$ cat src/rtl/tt_seq_pkg.sv
// Shared types and helpers for the truth-table sequencer and its dwell timer.
package tt_seq_pkg;

  // Sequencer states; encodings are fixed so they read cleanly in waveforms.
  typedef enum logic [1:0] {
    ST_IDLE  = 2'd0,
    ST_APPLY = 2'd1,
    ST_DONE  = 2'd2
  } state_t;

  // Counter width able to hold 0..depth-1, never narrower than one bit.
  function automatic int cnt_width(input int depth);
    return (depth <= 2) ? 1 : $clog2(depth);
  endfunction

endpackage

$ cat src/rtl/dwell_timer.sv
// Counts the cycles a stimulus vector has been held; flags the final (check) cycle.
module dwell_timer #(
  parameter int DWELL = 4
) (
  input  logic clk,
  input  logic rst,
  input  logic clear,
  input  logic en,
  output logic last
);
  import tt_seq_pkg::*;

  localparam int CW = cnt_width(DWELL);
  localparam logic [CW-1:0] LAST_CNT = CW'(DWELL - 1);

  logic [CW-1:0] count;

  assign last = (count == LAST_CNT);

  // Free-running dwell count that wraps after the check cycle so the next vector starts at zero.
  always_ff @(posedge clk) begin
    if (rst || clear) begin
      count <= '0;
    end else if (en) begin
      count <= last ? '0 : count + 1'b1;
    end
  end

endmodule

$ cat src/rtl/truth_table_sequencer.sv
// Sweeps an N-bit vector through every combination, holding each for DWELL cycles,
// and counts vectors where the two expression outputs of the datapath disagree.
module truth_table_sequencer #(
  parameter int N     = 3,
  parameter int DWELL = 4
) (
  input  logic         clk,
  input  logic         rst,
  input  logic         start,
  input  logic         lhs,
  input  logic         rhs,
  output logic [N-1:0] vec,
  output logic         busy,
  output logic         done,
  output logic         pass,
  output logic [N:0]   err_cnt,
  output logic [N-1:0] first_fail,
  output logic         first_fail_valid
);
  import tt_seq_pkg::*;

  localparam logic [N-1:0] VEC_LAST = {N{1'b1}};

  state_t       state, state_next;
  logic [N-1:0] vec_next;
  logic         busy_next, done_next, pass_next;
  logic [N:0]   err_cnt_next;
  logic [N-1:0] first_fail_next;
  logic         first_fail_valid_next;
  logic [N:0]   err_sum;
  logic         mismatch;
  logic         timer_clear, timer_en, timer_last;

  assign mismatch = (lhs != rhs);

  dwell_timer #(.DWELL(DWELL)) u_dwell_timer (
    .clk   (clk),
    .rst   (rst),
    .clear (timer_clear),
    .en    (timer_en),
    .last  (timer_last)
  );

  // Next-state and next-result logic; every register holds unless a transition updates it.
  always_comb begin
    state_next            = state;
    vec_next              = vec;
    busy_next             = busy;
    done_next             = done;
    pass_next             = pass;
    err_cnt_next          = err_cnt;
    first_fail_next       = first_fail;
    first_fail_valid_next = first_fail_valid;
    timer_clear           = 1'b0;
    timer_en              = 1'b0;
    err_sum               = err_cnt + {{N{1'b0}}, mismatch};

    case (state)
      ST_IDLE, ST_DONE: begin
        if (start) begin
          state_next            = ST_APPLY;
          vec_next              = '0;
          busy_next             = 1'b1;
          done_next             = 1'b0;
          pass_next             = 1'b0;
          err_cnt_next          = '0;
          first_fail_next       = '0;
          first_fail_valid_next = 1'b0;
          timer_clear           = 1'b1;
        end
      end
      ST_APPLY: begin
        timer_en = 1'b1;
        if (timer_last) begin
          err_cnt_next = err_sum;
          if (mismatch && !first_fail_valid) begin
            first_fail_next       = vec;
            first_fail_valid_next = 1'b1;
          end
          if (vec == VEC_LAST) begin
            state_next = ST_DONE;
            vec_next   = '0;
            busy_next  = 1'b0;
            done_next  = 1'b1;
            pass_next  = (err_sum == '0);
          end else begin
            vec_next = vec + 1'b1;
          end
        end
      end
      default: begin
        state_next = ST_IDLE;
      end
    endcase
  end

  // State and result registers; reset discards any partial sweep.
  always_ff @(posedge clk) begin
    if (rst) begin
      state            <= ST_IDLE;
      vec              <= '0;
      busy             <= 1'b0;
      done             <= 1'b0;
      pass             <= 1'b0;
      err_cnt          <= '0;
      first_fail       <= '0;
      first_fail_valid <= 1'b0;
    end else begin
      state            <= state_next;
      vec              <= vec_next;
      busy             <= busy_next;
      done             <= done_next;
      pass             <= pass_next;
      err_cnt          <= err_cnt_next;
      first_fail       <= first_fail_next;
      first_fail_valid <= first_fail_valid_next;
    end
  end

endmodule

$ cat config.mk
export PLATFORM = sky130hd
export DESIGN_NAME = truth_table_sequencer
export DESIGN_NICKNAME = d
export VERILOG_FILES = /design/src/rtl/tt_seq_pkg.sv /design/src/rtl/dwell_timer.sv /design/src/rtl/truth_table_sequencer.sv
export SDC_FILE = /design/constraint.sdc
export NUM_CORES = 1
export LEC_CHECK = 0
export CAP_MARGIN = 20
export CELL_PAD_IN_SITES_DETAIL_PLACEMENT = 0
export CELL_PAD_IN_SITES_GLOBAL_PLACEMENT = 2
export CORE_MARGIN = 5
export CORE_UTILIZATION = 31
export CTS_CLUSTER_DIAMETER = 40
export CTS_CLUSTER_SIZE = 20
export DETAILED_ROUTE_END_ITERATION = 12
export PLACE_DENSITY_LB_ADDON = 0.2
export REMOVE_ABC_BUFFERS = 1
export SETUP_SLACK_MARGIN = 0.02
export SYNTH_ARGS = -nofsm -noshare
export SYNTH_HDL_FRONTEND = slang
export SYNTH_HIERARCHICAL = 1
export SYNTH_SLANG_ARGS = --single-unit
$ cat constraint.sdc
create_clock -name clk -period 4.6 [get_ports clk]
set_input_delay 0.92 -clock clk [delete_from_list [all_inputs] [get_ports clk]]
set_output_delay 0.92 -clock clk [all_outputs]
set_load 0.02 [all_outputs]
==> impl_metrics.env, run 1 <==
export IMPL_synth_edf_count=0
export IMPL_switching_share=0.248
export IMPL_path_max_fanout=3
export IMPL_setup_ws_ns=1.89
export IMPL_ys_types=31
export IMPL_placed_area_um2=1060
export IMPL_powerDensity_nw_per_um2=248
export IMPL_start_util=0.318
export IMPL_post_cts_setup_buffers=0
export IMPL_worst_pin_slew_ns=0.789
export IMPL_core_area_um2=2730
export IMPL_seq_area_frac_synth=0.414
export IMPL_clock_latency_ns=0.29
export IMPL_crit_path_start_kind="primary input"
export IMPL_critPathKind="in -> reg"
export IMPL_dieArea_um2=3960
export IMPL_vias=741
export IMPL_async_flop_share=0
export IMPL_die_y_um=63.0
export IMPL_avgSynthCellArea_um2=9.45
export IMPL_vdd_ir_drop_max_mv=0.164
export IMPL_r2r_end="u_dwell_timer/count[0]"
export IMPL_num_rows=19
export IMPL_nets=120
export IMPL_via_per_inst=5.33
export IMPL_synth_seq_cells=18
export IMPL_end_kind="register"
export IMPL_dp_hpwl_um=1390
export IMPL_design_area_um2=1080
export IMPL_worstRegToRegCells=3
export IMPL_outcome="finished clean"
export IMPL_numClockSinks=18
export IMPL_synthCells=92
export IMPL_gr_total_overflow=0
export IMPL_period_needed_ns=2.71
export IMPL_gp_congestion=0.838
export IMPL_synth_cell_area_um2=870
export IMPL_syn_to_final_growth_pct=24.6
export IMPL_grt_max_degree=23
export IMPL_grt_pass1_vias=738
export IMPL_dieWidth_um=63.0
export IMPL_fin_total_pwr_w=0.000268
export IMPL_fmax_mhz=369
export IMPL_drive_above_1_share=0.0648
export IMPL_clockPowerShare=0.288
export IMPL_hold_viol_final=0
export IMPL_ios=19
export IMPL_cts_buffers=3
export IMPL_holdWs_ns=0.478
export IMPL_cts_repair_resized=0
export IMPL_grt_pass1_wl_um=3470
export IMPL_ant_nets=0
export IMPL_cap_violations=0
export IMPL_rsz0062_at_grt="no"
export IMPL_clkSlewWorstSetupHoldPaths_ns=0.10
export IMPL_n_antenna_cell=0
export IMPL_setup_viol=0
export IMPL_postCtsHoldBufs=0
export IMPL_wirelength_um=1980
export IMPL_internal_power_w=0.000202
export IMPL_dpl_worst_slack_ns=1.60
export IMPL_crit_start="lhs"
export IMPL_skew_ns=0.00332
export IMPL_first_pass_iters=4
export IMPL_r2r_slack_ns=2.89
export IMPL_cp_arrival_ns=2.92
export IMPL_wl_per_cell_um=14.2
export IMPL_r2r_start="state[0]"
export IMPL_cp_data_required_time_ns=4.81
export IMPL_critical_path_endpoint="pass"
export IMPL_hold_class="reg -> reg"
export IMPL_antenna_found_initial=0
export IMPL_slew_headroom=0.473
export IMPL_leakage_nw=0.388
export IMPL_clockBufferDepth=2
export IMPL_cts_tree="done"
export IMPL_yosysWarnings=6
export IMPL_drc=0
export IMPL_yosys_most_used_dff="dfxtp_1"
export IMPL_p_seq_frac=0.600
export IMPL_switchingPower_w=0.0000666
export IMPL_drtIter0Drc=25
export IMPL_cts_root_buf="clkbuf_4"
export IMPL_comb_power_share=0.112
export IMPL_fin_crit_sh=0.588
export IMPL_port_buffer_count=18
export IMPL_htreeDepth=1
export IMPL_slew_violations=0
export IMPL_track_usage=0.108
export IMPL_tns_ns=0
## power by group through the flow
stage,sequential (W),clock [W],combinational (W)
after global routing,0.000161,0.0000888,0.0000332
after global placement,0.000164,0,0.0000305
after detailed placement,0.000165,0,0.0000305
final,0.000161,0.0000773,0.0000301
after CTS,0.000161,0.0000809,0.0000306
after floorplan,0.000166,0,0.0000156
## area by class of cell
class,instances,area (um2)
Clock buffer,3,22.5
Fill cell,280,1650
Inverter,4,15.0
Multi-Input combinational cell,65,467
Sequential cell,18,360
Tap cell,31,38.8
Timing Repair Buffer,18,180
## cell usage after synthesis (all sizes together) (2+ instances only)
cell     number  area [um2]
dfxtp        18         360
a21oi         9        45.0
nand2         7        26.3
nand2b        6        37.5
nand3         6        30.0
ha            5        62.6
inv           4        15.0
mux2i         4        40.0
nand3b        4        30.0
buf           3        20.0
nor2          3        11.3
a211oi        2        20.0
a311oi        2        17.5
a41oi         2        25.0
clkbuf        2        7.51
nand4b        2        17.5
o2111ai       2        17.5
or3b          2        17.5
xor2          2        17.5
## flip-flops by register name (all words and copies together) (netlist names)
signal / flops
first_fail_valid: 1
u_dwell_timer/count: 2
busy: 1
state: 2
pass: 1
err_cnt: 4
vec: 3
done: 1
first_fail: 3
## through the flow
stage	utilization	instances
after floorplan	-	87
after global placement	0.388	136
after detailed placement	0.388	136
after CTS	0.396	139
after global routing	0.396	139
final	0.396	139
## placed cells by master (no fill, tap or decap)
master	count
dfxtp_1	18
clkdlybuf4s50_1	18
a21oi_1	9
nand2_1	7
nand2b_1	6
nand3_1	6
ha_1	5
nand3b_1	4
mux2i_1	4
inv_1	3
nor2_1	3
clkbuf_4	3
xor2_1	2
o2111ai_1	2
nand4b_1	2
a311oi_1	2
nor2b_1	1
inv_2	1
and3b_1	1
a41oi_2	1
or3b_2	1
a211oi_1	1
xnor2_1	1
or4_1	1
o31ai_1	1
a41oi_1	1
a22oi_1	1
or3b_1	1
a211oi_2	1
nor3_1	1
## cells by family after synthesis
group / count (synthesis) / share of synthesized area
buf+inv: 9 / 0.0489
mux: 4 / 0.0460
simple gates: 34 / 0.227
flops: 18 / 0.414
fa+ha+maj: 5 / 0.0719
compound gates: 19 / 0.161
xor+xnor: 3 / 0.0302
## worst max-delay path, cell delays in order
cell and delay, ns:
clkdlybuf4s50_1 0.47, xor2_1 0.30, ha_1 0.27, ha_1 0.26
or4_1 0.53, o31ai_1 0.18
## worst min-delay path by stage
stage                                       from  cells past startpoint  slack (ns)                endpoint
after detailed placement                    done                      2        0.47                    done
final                              first_fail[0]                      2        0.48           first_fail[0]
after CTS                                   done                      2        0.48                    done
after global routing                        done                      2        0.52                    done
after global placement                      done                      2        0.44                    done
after floorplan           u_dwell_timer/count[0]                      2        0.48  u_dwell_timer/count[0]
## per-layer routing
layer	track usage	part of all wire
met4	0.0371	0.010
met5	0	0
met1	0.130	0.46
met3	0.0450	0.042
met2	0.172	0.49
(Power assumes the default switching activity.)
==> run 2: changes to the inputs <==
CORE_UTILIZATION = 29   (was 31)
clock period = 2.8 ns   (was 4.6 ns; I/O delays follow)
==> impl_metrics.env, run 2 (synthesis gave the netlist of run 1 again) <==
export IMPL_outcome="finished clean"
export IMPL_start_util=0.310
export IMPL_cts_root_buf="clkbuf_4"
export IMPL_regMostFlops="err_cnt"
export IMPL_slew_violations=0
export IMPL_worst_pin_slew_ns=0.712
export IMPL_multi_input_area_um2=467
export IMPL_cap_violations=0
export IMPL_dp_hpwl_um=1400
export IMPL_powerDensity_nw_per_um2=431
export IMPL_fillers=292
export IMPL_critPathTopFamily="simple AND/OR/NAND/NOR gates"
export IMPL_tns_ns=0
export IMPL_port_buffer_count=18
export IMPL_r2r_end="u_dwell_timer/count[0]"
export IMPL_die_y_um=64.8
export IMPL_crit_chain="clkdlybuf4s50_1 > xor2_1 > ha_1 > ha_1 > or4_1 > o31ai_1"
export IMPL_cp_arrival_ns=2.45
export IMPL_fin_crit_sh=0.799
export IMPL_fmax_mhz=447
export IMPL_skew_ns=0.00615
export IMPL_drc=0
export IMPL_via_per_inst=5.26
export IMPL_dieWidth_um=64.8
export IMPL_slowest_delay_ns=0.52
export IMPL_setup_viol=0
export IMPL_worst_path_buf_inv=1
export IMPL_n_antenna_cell=0
export IMPL_slew_headroom=0.524
export IMPL_crit_path_start_kind="primary input"
export IMPL_wirelength_um=1960
export IMPL_clock_latency_ns=0.29
export IMPL_cp_data_required_time_ns=3.01
export IMPL_first_pass_iters=4
export IMPL_crit_start="lhs"
export IMPL_postCtsHoldBufs=0
export IMPL_gp_congestion=0.847
export IMPL_ant_nets=0
export IMPL_numClockSinks=18
export IMPL_clockBufferDepth=2
export IMPL_htreeDepth=1
export IMPL_vias=747
export IMPL_path_max_fanout=3
export IMPL_cts_repair_resized=0
export IMPL_antenna_found_initial=0
export IMPL_post_cts_setup_buffers=0
export IMPL_critPathKind="in -> reg"
export IMPL_r2r_slack_ns=1.13
export IMPL_period_needed_ns=2.24
export IMPL_nets=122
export IMPL_fin_total_pwr_w=0.000479
export IMPL_drt_met1_wl_um=933
export IMPL_grt_pass1_vias=711
export IMPL_top_regs="err_cnt: 4 flops, first_fail: 3 flops, vec: 3 flops"
export IMPL_critPathMostFrequentCell="ha_1"
export IMPL_post_route_util=0.397
export IMPL_cts_tree="done"
export IMPL_vdd_ir_drop_max_mv=0.153
export IMPL_layout_common_cells="dfxtp_1 (18), clkdlybuf4s50_1 (18), a21oi_1 (9)"
export IMPL_worstRegToRegCells=3
export IMPL_largest_reg_flops=4
export IMPL_num_rows=19
export IMPL_grt_max_degree=22
export IMPL_wl_per_cell_um=13.8
export IMPL_r2r_start="state[0]"
export IMPL_hold_viol_final=0
export IMPL_route_met3_wl_um=64
export IMPL_syn_to_final_growth_pct=27.9
export IMPL_gr_total_overflow=0
export IMPL_cp_num_cells=6
export IMPL_grt_pass1_wl_um=3240
export IMPL_dieArea_um2=4190
export IMPL_ios=19
export IMPL_wl_met2_um=933
export IMPL_track_usage=0.100
export IMPL_rsz0062_at_grt="no"
export IMPL_cts_buffers=3
export IMPL_critical_path_endpoint="pass"
export IMPL_clkSlewWorstSetupHoldPaths_ns=0.10
export IMPL_slowest_stage="or4_1"
export IMPL_core_area_um2=2810
export IMPL_drtIter0Drc=27
export IMPL_drive_above_1_share=0.0901
export IMPL_highest_layer="met4"
export IMPL_end_kind="register"
export IMPL_hold_class="reg -> reg"
export IMPL_seq_area_um2=360
export IMPL_leakage_nw=0.405
## run 2: cell count changes in the layout (fill, tap and decap cells not counted), sizes merged
| cell | previous run | this run |
|---|---|---|
| buf | 0 | 2 |
| clkbuf | 3 | 4 |
## run 2: tightest hold or removal path: stages, from the launching register on
cell     delay (ns)
dfxtp_1        0.32
nand2_1        0.05
a21oi_1        0.05
## run 2: per-layer routing
metal | up-vias | GRT usage
li1 | 373 | -
met4 | 0 | 0.0501
met5 | - | 0
met1 | 359 | 0.129
met3 | 4 | 0.0225
met2 | 11 | 0.157
## run 2: worst min-delay path by stage
stage / from / end / slack (ns) / cells after the start
after floorplan: u_dwell_timer/count[0] / u_dwell_timer/count[0] / 0.48 / 2
after global placement: done / done / 0.45 / 2
after detailed placement: done / done / 0.46 / 2
after CTS: done / done / 0.47 / 2
after global routing: done / done / 0.50 / 2
final: done / done / 0.46 / 2
## run 2: layout make-up
type,count,share of cell area
Sequential cell,18,0.324
Timing Repair Buffer,20,0.175
Multi-Input combinational cell,65,0.420
Clock buffer,4,0.0326
Inverter,4,0.0135
Tap cell,31,0.0349
## run 2: report_power, final
group          internal, W   total, W  switching, W
clock            0.0000792   0.000162     0.0000831
sequential        0.000260   0.000264    0.00000384
combinational    0.0000236  0.0000523     0.0000287
total             0.000363   0.000479      0.000116
## run 2: stage by stage
step                worst slack [ns]  hold slack, ns  area [um2]  std cells
floorplan                      0.787           0.477         842         87
global placement               0.296           0.446        1080        138
detailed placement             0.239           0.457        1080        138
CTS                            0.546           0.472        1110        142
global route                   0.499           0.498        1110        142
finish                         0.562           0.463        1110        142
